[src/rtl/conv_pkg.sv]
// Shared types, widths and helpers for the convolution product feeder.
package conv_pkg;

  localparam int SAMPLE_W    = 16;
  localparam int ACC_W       = 32;
  localparam int MULT_CYCLES = 16;

  typedef enum logic [2:0] {
    IDLE,
    CLEAR,
    MULT,
    EMIT,
    DONE
  } FeederState;

  // Magnitude of a two's-complement operand; -32768 maps to 0x8000.
  function automatic logic [SAMPLE_W-1:0] magnitude(input logic [SAMPLE_W-1:0] value);
    return value[SAMPLE_W-1] ? ((~value) + SAMPLE_W'(1)) : value;
  endfunction

  // Product sign; a zero operand always yields a positive (zero) product.
  function automatic logic productNegative(input logic [SAMPLE_W-1:0] a,
                                           input logic [SAMPLE_W-1:0] b);
    return (a[SAMPLE_W-1] ^ b[SAMPLE_W-1]) && (a != '0) && (b != '0);
  endfunction

endpackage

[src/rtl/conv_product_feeder_if.sv]
// Operand handshake and accumulator drive bundle for conv_product_feeder.
interface conv_product_feeder_if;
  import conv_pkg::*;

  logic [SAMPLE_W-1:0] Sample;
  logic [SAMPLE_W-1:0] Coeff;
  logic                LastTap;
  logic                InValid;
  logic                InReady;
  logic                Flush;
  logic [ACC_W-1:0]    AddIn;
  logic                SignBit;
  logic                AccumReset;
  logic                WindowDone;

  modport master (
    output Sample, Coeff, LastTap, InValid, Flush,
    input  InReady, AddIn, SignBit, AccumReset, WindowDone
  );

  modport slave (
    input  Sample, Coeff, LastTap, InValid, Flush,
    output InReady, AddIn, SignBit, AccumReset, WindowDone
  );

endinterface

[src/rtl/shift_add_mult16.sv]
// 16x16 -> 32 unsigned shift-add multiplier. The first partial product is
// folded into the start cycle, so done rises MULT_CYCLES-1 edges after start
// and the product can be registered by the caller on the following edge.
module shift_add_mult16
  import conv_pkg::*;
(
  input  logic                clk,
  input  logic                ResetN,
  input  logic                start,
  input  logic [SAMPLE_W-1:0] multiplicand,
  input  logic [SAMPLE_W-1:0] multiplier,
  output logic                done,
  output logic [ACC_W-1:0]    product
);

  logic [ACC_W-1:0]    accReg;
  logic [ACC_W-1:0]    mcandReg;
  logic [SAMPLE_W-1:0] mplierReg;
  logic [4:0]          countReg;

  // Load with bit 0 already applied, then add one shifted partial product per cycle.
  always_ff @(posedge clk or negedge ResetN) begin
    if (!ResetN) begin
      accReg    <= '0;
      mcandReg  <= '0;
      mplierReg <= '0;
      countReg  <= '0;
    end else if (start) begin
      accReg    <= multiplier[0] ? {{(ACC_W-SAMPLE_W){1'b0}}, multiplicand} : '0;
      mcandReg  <= {{(ACC_W-SAMPLE_W-1){1'b0}}, multiplicand, 1'b0};
      mplierReg <= {1'b0, multiplier[SAMPLE_W-1:1]};
      countReg  <= 5'd1;
    end else if ((countReg != '0) && (countReg != 5'(MULT_CYCLES))) begin
      accReg    <= accReg + (mplierReg[0] ? mcandReg : '0);
      mcandReg  <= mcandReg << 1;
      mplierReg <= mplierReg >> 1;
      countReg  <= countReg + 5'd1;
    end
  end

  assign done    = (countReg == 5'(MULT_CYCLES));
  assign product = accReg;

endmodule

[src/rtl/conv_product_feeder.sv]
// Feeds signed-magnitude tap products to a negedge accumulator, one window
// at a time. Optional macro CONV_FEEDER_FAST_MULT_EN swaps the 16-cycle
// shift-add multiplier for a single-cycle multiply.
module conv_product_feeder
  import conv_pkg::*;
(
  input  logic                 clk,
  input  logic                 ResetN,
  conv_product_feeder_if.slave bus
);

  FeederState          state;
  logic                windowOpen;
  logic                lastTapReg;
  logic                signReg;
  logic [SAMPLE_W-1:0] sampleMagReg;
  logic [SAMPLE_W-1:0] coeffMagReg;
  logic                inReadyReg;
  logic                accumResetReg;
  logic                windowDoneReg;
  logic                signBitReg;
  logic [ACC_W-1:0]    addInReg;

  logic                accept;
  logic                multDone;
  logic [ACC_W-1:0]    product;

  assign accept = bus.InValid && inReadyReg && (state == IDLE);

`ifdef CONV_FEEDER_FAST_MULT_EN
  assign product  = ACC_W'(sampleMagReg) * ACC_W'(coeffMagReg);
  assign multDone = 1'b1;
`else
  logic                multStart;
  logic [SAMPLE_W-1:0] multA;
  logic [SAMPLE_W-1:0] multB;

  // Multiplier starts on the edge that enters MULT: straight from the accept
  // edge (operands still on the bus) or from CLEAR (operands already captured).
  assign multStart = (accept && windowOpen) || (state == CLEAR);
  assign multA     = (state == IDLE) ? magnitude(bus.Sample) : sampleMagReg;
  assign multB     = (state == IDLE) ? magnitude(bus.Coeff)  : coeffMagReg;

  shift_add_mult16 uMult (
    .clk          (clk),
    .ResetN       (ResetN),
    .start        (multStart),
    .multiplicand (multA),
    .multiplier   (multB),
    .done         (multDone),
    .product      (product)
  );
`endif

  // Sequencer: handshake, window tracking and every registered output.
  always_ff @(posedge clk or negedge ResetN) begin
    if (!ResetN) begin
      state         <= IDLE;
      windowOpen    <= 1'b0;
      lastTapReg    <= 1'b0;
      signReg       <= 1'b0;
      sampleMagReg  <= '0;
      coeffMagReg   <= '0;
      inReadyReg    <= 1'b0;
      accumResetReg <= 1'b0;
      windowDoneReg <= 1'b0;
      signBitReg    <= 1'b0;
      addInReg      <= '0;
    end else begin
      // Outputs are pulses: idle values unless the next state says otherwise.
      accumResetReg <= 1'b0;
      windowDoneReg <= 1'b0;
      signBitReg    <= 1'b0;
      addInReg      <= '0;
      inReadyReg    <= 1'b0;
      if (bus.Flush) begin
        state      <= IDLE;
        windowOpen <= 1'b0;
        inReadyReg <= 1'b1;
      end else begin
        case (state)
          IDLE: begin
            if (accept) begin
              sampleMagReg <= magnitude(bus.Sample);
              coeffMagReg  <= magnitude(bus.Coeff);
              signReg      <= productNegative(bus.Sample, bus.Coeff);
              lastTapReg   <= bus.LastTap;
              if (!windowOpen) begin
                state         <= CLEAR;
                windowOpen    <= 1'b1;
                accumResetReg <= 1'b1;
              end else begin
                state <= MULT;
              end
            end else begin
              inReadyReg <= 1'b1;
            end
          end
          CLEAR: state <= MULT;
          MULT: begin
            if (multDone) begin
              state      <= EMIT;
              addInReg   <= product;
              signBitReg <= signReg;
            end
          end
          EMIT: begin
            if (lastTapReg) begin
              state         <= DONE;
              windowDoneReg <= 1'b1;
            end else begin
              state      <= IDLE;
              inReadyReg <= 1'b1;
            end
          end
          DONE: begin
            state      <= IDLE;
            windowOpen <= 1'b0;
            inReadyReg <= 1'b1;
          end
          default: begin
            state      <= IDLE;
            windowOpen <= 1'b0;
          end
        endcase
      end
    end
  end

  assign bus.InReady    = inReadyReg;
  assign bus.AccumReset = accumResetReg;
  assign bus.WindowDone = windowDoneReg;
  assign bus.SignBit    = signBitReg;
  assign bus.AddIn      = addInReg;

endmodule

[src/flat_wrapper.sv]
// flat-port wrapper written by rule: the top's interface ports become plain ports
module conv_product_feeder_flat import conv_pkg::*;
  (clk, ResetN, bus_Sample, bus_Coeff, bus_LastTap, bus_InValid, bus_Flush, bus_InReady, bus_AddIn, bus_SignBit, bus_AccumReset, bus_WindowDone);
  conv_product_feeder_if bus_i ();
  input  logic clk;
  input  logic ResetN;
  input wire logic [$bits(bus_i.Sample)-1:0] bus_Sample;
  input wire logic [$bits(bus_i.Coeff)-1:0] bus_Coeff;
  input wire logic [$bits(bus_i.LastTap)-1:0] bus_LastTap;
  input wire logic [$bits(bus_i.InValid)-1:0] bus_InValid;
  input wire logic [$bits(bus_i.Flush)-1:0] bus_Flush;
  output wire logic [$bits(bus_i.InReady)-1:0] bus_InReady;
  output wire logic [$bits(bus_i.AddIn)-1:0] bus_AddIn;
  output wire logic [$bits(bus_i.SignBit)-1:0] bus_SignBit;
  output wire logic [$bits(bus_i.AccumReset)-1:0] bus_AccumReset;
  output wire logic [$bits(bus_i.WindowDone)-1:0] bus_WindowDone;
  assign bus_i.Sample = bus_Sample;
  assign bus_i.Coeff = bus_Coeff;
  assign bus_i.LastTap = bus_LastTap;
  assign bus_i.InValid = bus_InValid;
  assign bus_i.Flush = bus_Flush;
  assign bus_InReady = bus_i.InReady;
  assign bus_AddIn = bus_i.AddIn;
  assign bus_SignBit = bus_i.SignBit;
  assign bus_AccumReset = bus_i.AccumReset;
  assign bus_WindowDone = bus_i.WindowDone;
  conv_product_feeder u_core (.clk(clk), .ResetN(ResetN), .bus(bus_i));
endmodule
[config.mk]
export PLATFORM = sky130hd
export DESIGN_NAME = conv_product_feeder_flat
export DESIGN_NICKNAME = d
export VERILOG_FILES = /design/src/rtl/conv_pkg.sv /design/src/rtl/conv_product_feeder_if.sv /design/src/rtl/shift_add_mult16.sv /design/src/rtl/conv_product_feeder.sv /design/src/flat_wrapper.sv
export SDC_FILE = /design/constraint.sdc
export NUM_CORES = 1
export LEC_CHECK = 0
export ABC_AREA = 1
export ABC_CLOCK_PERIOD_IN_PS = 5500
export CORE_ASPECT_RATIO = 1.5
export CORE_MARGIN = 10
export CORE_UTILIZATION = 30
export CTS_CLUSTER_DIAMETER = 120
export DETAILED_ROUTE_END_ITERATION = 12
export SYNTH_ARGS = -nofsm -noshare
export SYNTH_HDL_FRONTEND = slang
export SYNTH_SLANG_ARGS = --single-unit
export TNS_END_PERCENT = 10
[constraint.sdc]
create_clock -name clk -period 5.5 [get_ports clk]
set_input_delay 0.55 -clock clk [delete_from_list [all_inputs] [get_ports clk]]
set_output_delay 0.55 -clock clk [all_outputs]
set_load 0.02 [all_outputs]
# Yosys cells after proc, flatten, opt, wreduce, memory -nomap -nowiden
# Cells that the tools add are included.
dict set report totals {
  out_inout_bits 36
  in_bits 37
  reg_bits 159
}
dict set report op_classes {
  n_bitwise 4
  addsub 4
  eq_ne 9
  reduce_logical 16
  muxes 40
}
# operator count
set op_table {}
lappend op_table {{$mux 32} 8}
lappend op_table {{$mux 16} 7}
lappend op_table {{$add 16x1->16 const B} 2}
lappend op_table {{$add 32x32->32} 1}
lappend op_table {{$not 16->16} 2}
lappend op_table {{$reduce_bool 16->1} 2}
lappend op_table {{$mux 1} 15}
lappend op_table {{$mux 3} 4}
lappend op_table {{$pmux 3 s4} 1}
lappend op_table {{$mux 5} 2}
lappend op_table {{$eq 3x2->1 const B} 2}
lappend op_table {{$logic_and 1x1->1} 6}
lappend op_table {{$ne 3x2->1 const B} 2}
lappend op_table {{$add 5x1->5 const B} 1}
lappend op_table {{$eq 5x5->1 const B} 1}
lappend op_table {{$ne 5x5->1 const B} 1}
lappend op_table {{$reduce_bool 5->1} 1}
lappend op_table {{$reduce_and 2->1} 2}
lappend op_table {{$eq 3x1->1 const B} 1}
lappend op_table {{$eq 3x3->1 const B} 1}
lappend op_table {{$logic_not 3->1} 1}
lappend op_table {{$pmux 1 s3} 1}
lappend op_table {{$reduce_and 3->1} 1}
lappend op_table {{$reduce_or 3->1} 1}
lappend op_table {{7 further kinds} 7}

# Longest topological paths before layout
dict set report logic_depth {
  word_depth 6
  mapped_depth 16
  ltp_nobuf 15
}

# Modules after synthesis
# From an unflattened synthesis, not the netlist that was laid out.
dict set report hier_totals {
  hier_cells 1462
  hier_area_um2 9899.5
}
# module cells_per_inst seq_area_each_um2 instances area_each_um2
set modules_own_cells {}
lappend modules_own_cells {shift_add_mult16 919 2077.0 1 6007.0}
lappend modules_own_cells {conv_product_feeder 543 1851.8 1 3892.5}

# Worst setup path after synthesis
# No wires, ideal clock.
dict set report synth_path {
  path_kind {flip-flop to flip-flop}
  start {reg u_core.uMult.mplierReg[0]}
  end {reg u_core.uMult.accReg[21], in the netlist u_core.uMult.product[21]}
  arrival_ns 2.056
  synth_period_minus_slack_ns 2.182
  setup_slack_ns 3.318
  n_path_buf 1
  required_time_ns 5.374
  stages_incl_launch_ff 17
  cell_sequence {dfrtp_1 clkbuf_1 nand2_1 inv_1 ha_1 inv_1 fa_1 inv_1 nand3_1 nand3_1 nand2_1 nand3_1 nand2_1 nand2_1 nand2_1 nand3_1 o21ai_0}
}
dict set report synth_between {
  elab_chain_cells 4
}
# item line
set synth_lines {}
lappend synth_lines {{from (decl)} shift_add_mult16.sv:18} ;# logic [SAMPLE_W-1:0] mplierReg;
lappend synth_lines {{from (signal assigned)} shift_add_mult16.sv:31} ;# mplierReg <= {1'b0, multiplier[SAMPLE_W-1:1]};
lappend synth_lines {{from (signal assigned)} shift_add_mult16.sv:36} ;# mplierReg <= mplierReg >> 1;
lappend synth_lines {{$mux 32} shift_add_mult16.sv:34} ;# accReg <= accReg + (mplierReg[0] ? mcandReg : '0);
lappend synth_lines {{$add 32x32->32} shift_add_mult16.sv:34}
lappend synth_lines {{$mux 32} shift_add_mult16.sv:33} ;# end else if ((countReg != '0) && (countReg != 5'(MULT_CYCLES))) begin
lappend synth_lines {{$mux 32} shift_add_mult16.sv:28} ;# end else if (start) begin
lappend synth_lines {{to (signal assigned)} shift_add_mult16.sv:29} ;# accReg <= multiplier[0] ? {{(ACC_W-SAMPLE_W){1'b0}}, multiplicand} : '0;
lappend synth_lines {{to (signal assigned)} shift_add_mult16.sv:34}
lappend synth_lines {{to (decl)} shift_add_mult16.sv:16} ;# logic [ACC_W-1:0] accReg;
# No other way between the ends. The select of a mux whose other input is x is not followed.
# A chain may end at the register's enable or synchronous reset.

# Final worst setup path
dict set report layout_path {
  start {reg u_core.uMult.mplierReg[0]}
  end {reg u_core.uMult.accReg[29], in the netlist u_core.uMult.product[29]}
}
# Same word-level chain as after synthesis.

==> flow_summary.toml <==
[run_status]
status = "completed"

[detailed_routing]
drc = 0
drtIter0Drc = 614
ant_nets = 0
wirelength_um = 26750
avgRoutedWirePerCell_um = 14.14
vias_per_cell = 4.661
dr.pass1.iters = 5
vias = 8818

[clock_network]
cts_buffers = 17
clk_latency_ns = 0.44
cts.repair.resized = 0
cts_hold_buf = 0
tritoncts_num_sinks = 157
cts_tree = "yes"
htree_num_levels = 4
cts_setup_buffers = 0
root_buffer = "clkbuf_16"
clk_pin_slew_ns = 0.06
cts_max_path_buffers = 2

[power_and_ir_drop]
p_leak_nw = 5.949
power.total_mw = 5.166
p_per_area_mw_per_mm2 = 453.5
peakVddDrop_mv = 0.2544

[floorplan]
die_h_um = 240.4
initial_core_util = 0.3044
die-width_um = 167.0
rows = 80
core_sq_mm = 0.03193
io_pins = 73
dieArea_sq_mm = 0.04015

[synthesis]
syn_inst = 1415
ys_seq_area_frac = 0.4042
synthXorXnorAreaFrac = 0.02433
synth_top_cell_by_area = "dfrtp_1"
synth-simple-area-share = 0.3142
ys_warn_count = 0
syn-cell-area_sq_mm = 0.009719
synthAdderAreaFrac = 0.04583
synthDistinctLibCells = 38
syn_nets = 1487
synth_compound_area_frac = 0.09552
yosysTopAreaCellShare = 0.4042
yosys-top-cells-area = "dfrtp_1 40%, nand2_1 18%, inv_1 9.3%"
ys_ff_latch = 157
avgSynthCellArea_sq_um = 6.869
muxShareOfSynthArea = 0
synth_top_family_by_area = "simple AND/OR/NAND/NOR gates"

[final_layout]
seqCellArea_sq_mm = 0.003929
fin_util = 0.3568
fillers = 3383
layout_common_cells = "475 x nand2_1, 241 x inv_1, 157 x dfrtp_1"
final_common_cell = "nand2_1"
drive_gt1_frac = 0.03711
layout-area-overhead-vs-synth_pct = 17.21
multi_input_area_sq_mm = 0.004664
antenna_cells = 0
final_nets = 1541

[setup_path]
crit_type = "flip-flop to flip-flop"
required_ns = 5.82
worstSetupStartpoint = "u_core.uMult.mplierReg[0]$_DFFE_PN0P_"
crit_fanout = 18
crit_path_start_kind = "flip-flop"
end_kind = "flip-flop"
cp_data_arrival_time_ns = 3.15
worstReg2RegStart = "u_core.uMult.mplierReg[0]$_DFFE_PN0P_"

[flow_run]
maxCapViolations = 0

[timing]
maxSlewViolCount = 0
timing.final.crit_period_ns = 2.829
hold_violations = 0
setup_tns_ns = 0
fin_ws_ns = 2.671
finalSetupViolations = 0
rsz0062_at_grt = "false"
tightest_slew_ns = 0.9213
slew-limit-headroom = 0.3851
period_share = 0.5143
timing.hold.ws_ns = 0.02403
fmax_mhz = 353.5
finClkSkew_ns = 0.009868

[global_route]
grt_max_degree = 72
grt.total_usage = 0.1336
antenna_found_initial = 0
grt_pass1_vias = 8671
grt_pass1_wl_um = 43840
overflow = 0

[placement]
hpwl_um = 20370
place_ws_ns = 2.476
gp_congestion = 0.9052
port_buffers = 72

[hold_path]
hold_path.class = "input port to async pin"
-- worst paths after layout --
| path | endpoint | slack (ns) | depth (start not counted) |
|---|---|---|---|
| worst min-delay path | u_core.state[1]$_DFFE_PN0P_ | 0.02 | 1 |
| worst max register to register | u_core.uMult.product[29]$_DFFE_PN0P_ | 2.67 | 16 |
| max in group asynchronous | u_core.uMult.mplierReg[4]$_DFFE_PN0P_ | 4.20 | 2 |
| worst min register to register | u_core.bus.InReady$_DFF_PN0_ | 0.47 | 1 |
| min in group clk | u_core.bus.InReady$_DFF_PN0_ | 0.47 | 1 |
| worst max-delay path | u_core.uMult.product[29]$_DFFE_PN0P_ | 2.67 | 16 |
-- power by group --
group          total (mW)  leakage [nW]  internal (mW)  switching, mW
sequential           1.79          2.05           1.53          0.261
clock                1.19         0.279          0.695          0.498
combinational        2.18          3.62          0.704           1.47
-- state kept, by name, summed over array words and instances, names as in the netlist, 3 cells and up --
register	flops
u_core.uMult.countReg	5
u_core.uMult.mplierReg	15
u_core.coeffMagReg	16
u_core.bus.AddIn	32
u_core.uMult.mcandReg	31
u_core.uMult.product	32
u_core.sampleMagReg	16
u_core.state	3
-- per-stage QoR --
step | instance area, sq um | cells
6_report | 11390 | 1892
5_1_grt | 11390 | 1892
4_1_cts | 11390 | 1892
3_5_place_dp | 10800 | 1860
3_3_place_gp | 10800 | 1860
2_1_floorplan | 9719 | 1415
-- metal layers --
layer	vias to the layer above	wire length, um	GRT usage
met5	-	0	0
met3	52	1021	0.02386
met4	0	1098	0.06722
met2	179	13310	0.2363
li1	4500	-	-
met1	4087	11320	0.1508
-- area by class of cell --
cell class,instances,share of cell area
clock buffers,20,0.04009
clock inverters,12,0.01186
inverters,247,0.08138
multi-input cells,968,0.4094
flip-flops and latches,157,0.3449
well taps,410,0.04503
repair buffers,78,0.06733
-- worst max-delay path, cell delays in order (launching register included) --
cell and delay [ns]:
dfrtp_1 0.69, buf_4 0.30, nand2_1 0.07, inv_1 0.05, ha_1 0.19, inv_1 0.07, fa_1 0.40, inv_1 0.09
nand3_1 0.07, nand3_1 0.15, nand2_1 0.08, nand3_1 0.18, nand2_1 0.13, nand2_1 0.10, nand2_1 0.05, nand3_1 0.06
nand2_1 0.05
-- Yosys cell counts, drive strengths merged --
cell type  instances
dfrtp            157
fa                 1
o31ai              1
nand4              7
a2111oi            1
a22oi              2
a31oi              7
nand3b             7
nand3             95
o221ai             5
o22ai             18
clkbuf            17
or2                2
nor4               1
xor2              21
nand2            477
buf               26
nor2             139
o211ai            16
o21ai             66
xnor2              6
and2               1
ha                34
o21bai             6
nor3              16
a21oi             39
inv              247
-- cells by family (layout without fill, tap and decap cells) --
| kind of cell | Yosys count | count (layout) |
|---|---|---|
| buffers and inverters | 290 | 357 |
| xor gates and xnor gates | 27 | 27 |
| adders and majority gates | 35 | 35 |
| AOI/OAI and AO/OA | 161 | 161 |
| and+or+nand+nor | 745 | 745 |
| DFF | 157 | 157 |
(Power assumes the default switching activity.)
